<file path="src/rtl/multi_clock_divider.sv">
// N_CH independent square-wave dividers with glitch-free divisor reload, one-cycle tick per toggle.
// Latency: all outputs registered, 1 cycle from inputs; no backpressure (free-running).
module multi_clock_divider #(
  parameter int                      N_CH     = 2,
  parameter int                      CNT_W    = 26,
  parameter logic [N_CH*CNT_W-1:0]   DIV_INIT = {26'd100_000, 26'd1_000_000}
) (
  input  logic                clk,
  input  logic                rst_n,
  input  logic [N_CH-1:0]     en,
  input  logic                sync_clr,
  input  logic                wr_en,
  input  logic [3:0]          wr_ch,
  input  logic [CNT_W-1:0]    wr_div,
  output logic [N_CH-1:0]     div_clk,
  output logic [N_CH-1:0]     tick
);

  for (genvar i = 0; i < N_CH; i++) begin : g_ch
    logic [CNT_W-1:0] shd;
    logic [CNT_W-1:0] act;
    logic [CNT_W-1:0] cnt;
    logic             dclk;
    logic             tck;
    logic             wr_hit;
    logic [CNT_W-1:0] shd_nxt;

    // Channel indices >= N_CH never match, so out-of-range writes drop out here.
    assign wr_hit  = wr_en && (wr_ch == 4'(i));
    // A write landing on a reload edge is forwarded straight into act.
    assign shd_nxt = wr_hit ? wr_div : shd;

    always_ff @(posedge clk) begin
      if (!rst_n) begin
        shd  <= DIV_INIT[i*CNT_W +: CNT_W];
        act  <= DIV_INIT[i*CNT_W +: CNT_W];
        cnt  <= '0;
        dclk <= 1'b0;
        tck  <= 1'b0;
      end else begin
        shd <= shd_nxt;
        if (sync_clr || !en[i]) begin
          cnt  <= '0;
          dclk <= 1'b0;
          tck  <= 1'b0;
          act  <= shd_nxt;
        end else if (cnt == act) begin
          cnt  <= '0;
          dclk <= ~dclk;
          tck  <= 1'b1;
          act  <= shd_nxt;
        end else begin
          cnt  <= cnt + CNT_W'(1);
          tck  <= 1'b0;
        end
      end
    end

    assign div_clk[i] = dclk;
    assign tick[i]    = tck;
  end

endmodule
</file>
<file path="config.mk">
export PLATFORM = sky130hd
export DESIGN_NAME = multi_clock_divider
export DESIGN_NICKNAME = d
export VERILOG_FILES = /design/src/rtl/multi_clock_divider.sv
export SDC_FILE = /design/constraint.sdc
export NUM_CORES = 1
export LEC_CHECK = 0
export CAP_MARGIN = 40
export CORE_MARGIN = 10
export CORE_UTILIZATION = 25
export CTS_CLUSTER_DIAMETER = 200
export CTS_CLUSTER_SIZE = 10
export DETAILED_ROUTE_END_ITERATION = 12
export PLACE_DENSITY = 0.46
export SETUP_SLACK_MARGIN = 0.02
export SKIP_CTS_REPAIR_TIMING = 1
export SLEW_MARGIN = 10
export SYNTH_ARGS = -nofsm -noshare
export SYNTH_HDL_FRONTEND = slang
export SYNTH_SLANG_ARGS = --single-unit
</file>
<file path="constraint.sdc">
create_clock -name clk -period 3.5 [get_ports clk]
set_clock_uncertainty 0.15 [all_clocks]
set_input_delay 0.875 -clock clk [delete_from_list [all_inputs] [get_ports clk]]
set_output_delay 0.875 -clock clk [all_outputs]
set_load 0.01 [all_outputs]
</file>
### Yosys cells after proc, flatten, opt, wreduce, memory -nomap -nowiden

Index checks and enable logic that the tools add are counted.

* equality and inequality tests: 3
* bitwise gates (word level): 3
* reduce and logical (&&, ||, !) cells: 13
* multiplexer cells: 8
* add/sub/neg operators: 2

Operators with widths (number)
* $mux 26: 6
* $add 26x1->26 const B: 2
* $eq 26x26->1: 2
* $reduce_or 3->1: 2
* $eq 4x1->1 const B: 1
* $logic_not 4->1: 1
* $reduce_bool 2->1: 2
* $reduce_or 2->1: 2
* $not 1->1: 3
* $logic_and 1x1->1: 2
* $logic_not 1->1: 2
* $logic_or 1x1->1: 2
* $mux 1: 2

* flip-flop bits (word level): 160
* word-level logic and storage cells: 39

### Longest topological paths before layout

* depth after elaboration: 5
* depth in mapped cells: 8

### Worst setup path before layout

No wires, ideal clock.

* path kind: input to register
* from: input port wr_ch[1]
* to: register g_ch[0].act[18]
* path slack: 1218 ps
* data required time: 3233 ps
* library setup time: 117 ps
* arrival: 2015 ps
* stages: 7
* cells stage by stage: nor4b_2 -> nand2b_1 -> clkbuf_1 -> clkbuf_1 -> nand2_1 -> nand3_1 -> a22o_1

* word-level cells in the longest chain between the ends: 5

Ends and longest elaborated chain
* start, declared: line 13 `input logic [3:0] wr_ch,`
* $logic_not 4->1 (*): line 29 `assign wr_hit = wr_en && (wr_ch == 4'(i));`
* $logic_and 1x1->1 (*): line 29
* $mux 26 (*): line 31 `assign shd_nxt = wr_hit ? wr_div : shd;`
* $mux 26: line 47 `end else if (cnt == act) begin`
* $mux 26 (*): line 42 `if (sync_clr || !en[i]) begin`
* end signal, assigned: line 36 `act <= DIV_INIT[i*CNT_W +: CNT_W];`
* end signal, assigned: line 46 `act <= shd_nxt;`
* end signal, assigned: line 51 `act <= shd_nxt;`
* end, declared: line 21 `logic [CNT_W-1:0] act;`

Every way passes the cells marked *; elsewhere a longest branch is shown, timed or not. The select of a mux whose other input is x is not followed.
A chain may end at the register's enable or synchronous reset.

### Final worst setup path

* from: register g_ch[1].cnt[0]
* to: register g_ch[1].act[25]

* word-level cells in the longest chain between the ends: 2

Ends and longest elaborated chain
* start, declared: line 22 `logic [CNT_W-1:0] cnt;`
* start signal, assigned: line 53 `cnt <= cnt + CNT_W'(1);`
* $eq 26x26->1: line 47
* $reduce_bool 2->1 (no source line)
* end signal, assigned: line 36
* end signal, assigned: line 46
* end signal, assigned: line 51
* end, declared: line 21

Every way passes these cells.

==> summary.txt <==
Clocking
  – CTS buffer count: 17
  – Worst skew pair latency: 420 ps
  – Clk slew on worst S/H paths: 60 ps
  – CTS Root Cell: clkbuf_16
  – Clock Path Buffers: 2
  – H-tree depth: 4
  – TritonCTS clock tree: built
  – CTS sink count: 160

Synthesis
  – Post-Syn Area: 0.00657 mm2
  – Top FF cell, synth: dfxtp_1
  – Syn avg cell area: 9.31 um2
  – Yosys warning total: 0
  – Sequential cell area fraction in the yosys report: 48.7%
  – Post-synth EDFFs: 0
  – Top post-synthesis cells by count: dfxtp_1 (160), nand2_1 (129), xnor2_1 (74)
  – Syn nets: 744
  – Count leader, synth: dfxtp_1
  – #FFs+latches synth: 160
  – Top cell type by total area after synthesis: dfxtp_1
  – Yosys cell types: 45
  – Top cell type's share of synthesized area: 48.7%
  – Top post-synthesis cells by area: dfxtp_1 (49%), xnor2_1 (9.9%), nand2_1 (7.4%)
  – Post-synthesis cell count: 706
  – Asr flop ratio synth: 0%

Timing
  – Max Fclk: 0.383 GHz
  – Final Hold Vio Count: 0
  – RSZ-0062 raised after global routing: no
  – Worst-margin pin slew: 763 ps
  – Crit path time final: 2610 ps
  – Max Slew Vio Count: 0
  – Slew HR: 48.9%
  – Final Cycle Share: 74.7%
  – TNS Setup: 0 ps
  – Final setup violation count: 0

Place
  – Final GP Congestion: 0.724
  – Placed Cells: 1,049
  – Buffers added on ports: 39
  – Hpwl dp: 11,800 um

Routing
  – Initial drt markers: 309
  – Antenna viol nets, final: 0
  – WL/cell: 14.9 um
  – DRT Wirelength: 16,100 um
  – Post-DR vias/cell: 4.40
  – Via count: 4,757
  – Drt pass-1 iters: 4
  – DRC Markers: 0

Power and ir drop
  – Leakage: 0.00273 uW
  – Switching power: 882 uW
  – Tot Pwr: 4000 uW
  – Pwr Density: 508 mW/mm2
  – Internal Power: 3120 uW
  – Clock share of power: 47.9%
  – Switching share of power: 22.0%
  – Register share of total power: 47.2%
  – Worst VDD drop: 0.245 mV
  – Gate power share: 4.9%

GRT
  – Vias in the first global route: 4,723
  – GR Overflow Total: 0
  – Gr usage total: 9.81%
  – Initial antenna violation count: 0
  – Global-route wire length before repair: 26,100 um
  – Largest net degree at the start of global routing: 53

Cells and area
  – Layout cells sized above 1: 9.92%
  – Final Non-Filler Cells: 1,081
  – Ant. Diodes: 0
  – Area grow syn2layout: 19.9%
  – Fillers: 2,761
  – Final #Nets: 771

Setup path
  – Crit path required time: 3720 ps
  – Startpoint types: register
  – Setup CP Type: register to register
  – Crit end category: register
  – Cells along the critical path: xor2_1 -> nor4_2 -> or4b_4 -> o21ai_4 -> o22a_2
  – Worst path slowest cell: o21ai_4
  – Crit-path max FO: 26
  – Slowest stage delay, CP: 640 ps
  – Critical path buffer and inverter count: 0
  – Cell family with most CP delay: simple AND/OR/NAND/NOR gates
  – FF-to-FF Start: g_ch[1].cnt[0]$_SDFF_PP0_
  – WP data arrival: 2830 ps
  – Crit path from: g_ch[1].cnt[0]$_SDFF_PP0_

Worst hold path
  – Worst Hold Class: register to register
  – Hold wc startpoint: g_ch[1].act[15]$_SDFFE_PN1P_

Die
  – Die Wd: 182 um
  – # rows: 59
  – Die extent in y: 182 um
  – # IOs: 40
  – Starting Density: 25.3%
  – Core ar.: 0.0260 mm2
  – Die area: 0.0332 mm2

Run status
  – Status: finished, final reports clean

Run
  – Max-Cap Viols: 0
through the flow:
stage	area (um2)	setup WS, ps	hold slack (ps)	util, %
after floorplan	6570	1220	285	-
after global placement	7270	559	301	28.0
after detailed placement	7270	543	302	28.0
after CTS	7880	856	311	30.3
after global routing	7880	692	340	30.3
final	7880	886	310	30.3
layer usage:
metal | track usage [%] | vias up | wire, um
met5 | 0 | - | 0
met1 | 14.3 | 2236 | 9050
met3 | 2.37 | 17 | 536
met2 | 13.6 | 65 | 6320
met4 | 3.42 | 0 | 230
li1 | - | 2439 | -
path summary, 6_finish.rpt:
kind	end	slack, ps	cells after the start
worst max-delay path	g_ch[1].act[25]$_SDFFE_PN0P_	890	5
worst min register to register	g_ch[1].act[15]$_SDFFE_PN1P_	310	2
worst max register to register	g_ch[1].act[25]$_SDFFE_PN0P_	890	5
worst min-delay path	g_ch[1].act[15]$_SDFFE_PN1P_	310	2
power by group through the flow:
stage                     Combinational [uW]  Clock [uW]  Sequential, uW
after global routing                     216        2030            1890
after CTS                                200        1960            1890
final                                    197        1920            1890
after global placement                   199           0            1930
after detailed placement                 199           0            1930
after floorplan                          115           0            1920
cell usage in the layout (no fill, tap or decap), types with 2 or more instances in the layout:
cell,netlist,final
dfxtp_1,160,160
and4_1,5,5
clkinv_2,0,3
nor2b_1,3,2
nor4b_2,3,3
bufinv_16,0,3
and3_1,6,6
clkbuf_16,0,17
nand2_1,129,129
clkinvlp_4,0,4
nand3_1,26,26
nor3_1,11,11
clkdlybuf4s50_1,0,39
a21oi_1,4,4
inv_1,12,12
a21boi_1,6,6
or4_1,2,2
nor2_1,60,60
clkbuf_8,0,2
and2_1,5,5
or3_1,2,2
xnor2_1,74,74
ha_1,2,2
clkinv_4,0,2
nand4_1,19,19
a22o_1,7,7
buf_4,5,10
o22a_2,20,20
o2bb2ai_1,6,6
o21ai_0,2,2
a21boi_0,33,33
a21o_1,2,2
xor2_1,26,26
o22a_1,19,19
nor4_1,7,7
layout make-up:
| cell class | instances | area [um2] | area share [%] |
|---|---|---|---|
| Sequential cell | 160 | 3200 | 40.6 |
| Multi-Input combinational cell | 492 | 3110 | 39.5 |
| Timing Repair Buffer | 50 | 485 | 6.16 |
| Clock buffer | 19 | 453 | 5.75 |
| Tap cell | 335 | 419 | 5.32 |
| Clock inverter | 13 | 161 | 2.05 |
| Inverter | 12 | 45.0 | 0.572 |
cell families after synthesis:
kind of cell / share of synthesized area, %
AOI/OAI and AO/OA: 12.9
xor gates and xnor gates: 13.3
adders and majority gates: 0.381
buffers and inverters: 3.96
DFF: 48.7
and+or+nand+nor: 20.7
registers in the layout, indices dropped and copies added, names as in the netlist:
| name | count |
|---|---|
| g_ch.cnt | 52 |
| g_ch.act | 52 |
| g_ch.tck | 2 |
| g_ch.shd | 52 |
| g_ch.dclk | 2 |
worst reg2reg max path, delay by kind of cell (launching register included):
family	cells	cell delay [ps]
DFF	1	350
and+or+nand+nor	2	990
xor gates and xnor gates	1	170
AOI/OAI and AO/OA	2	890
No activity file was read; power rests on OpenSTA's default activity.
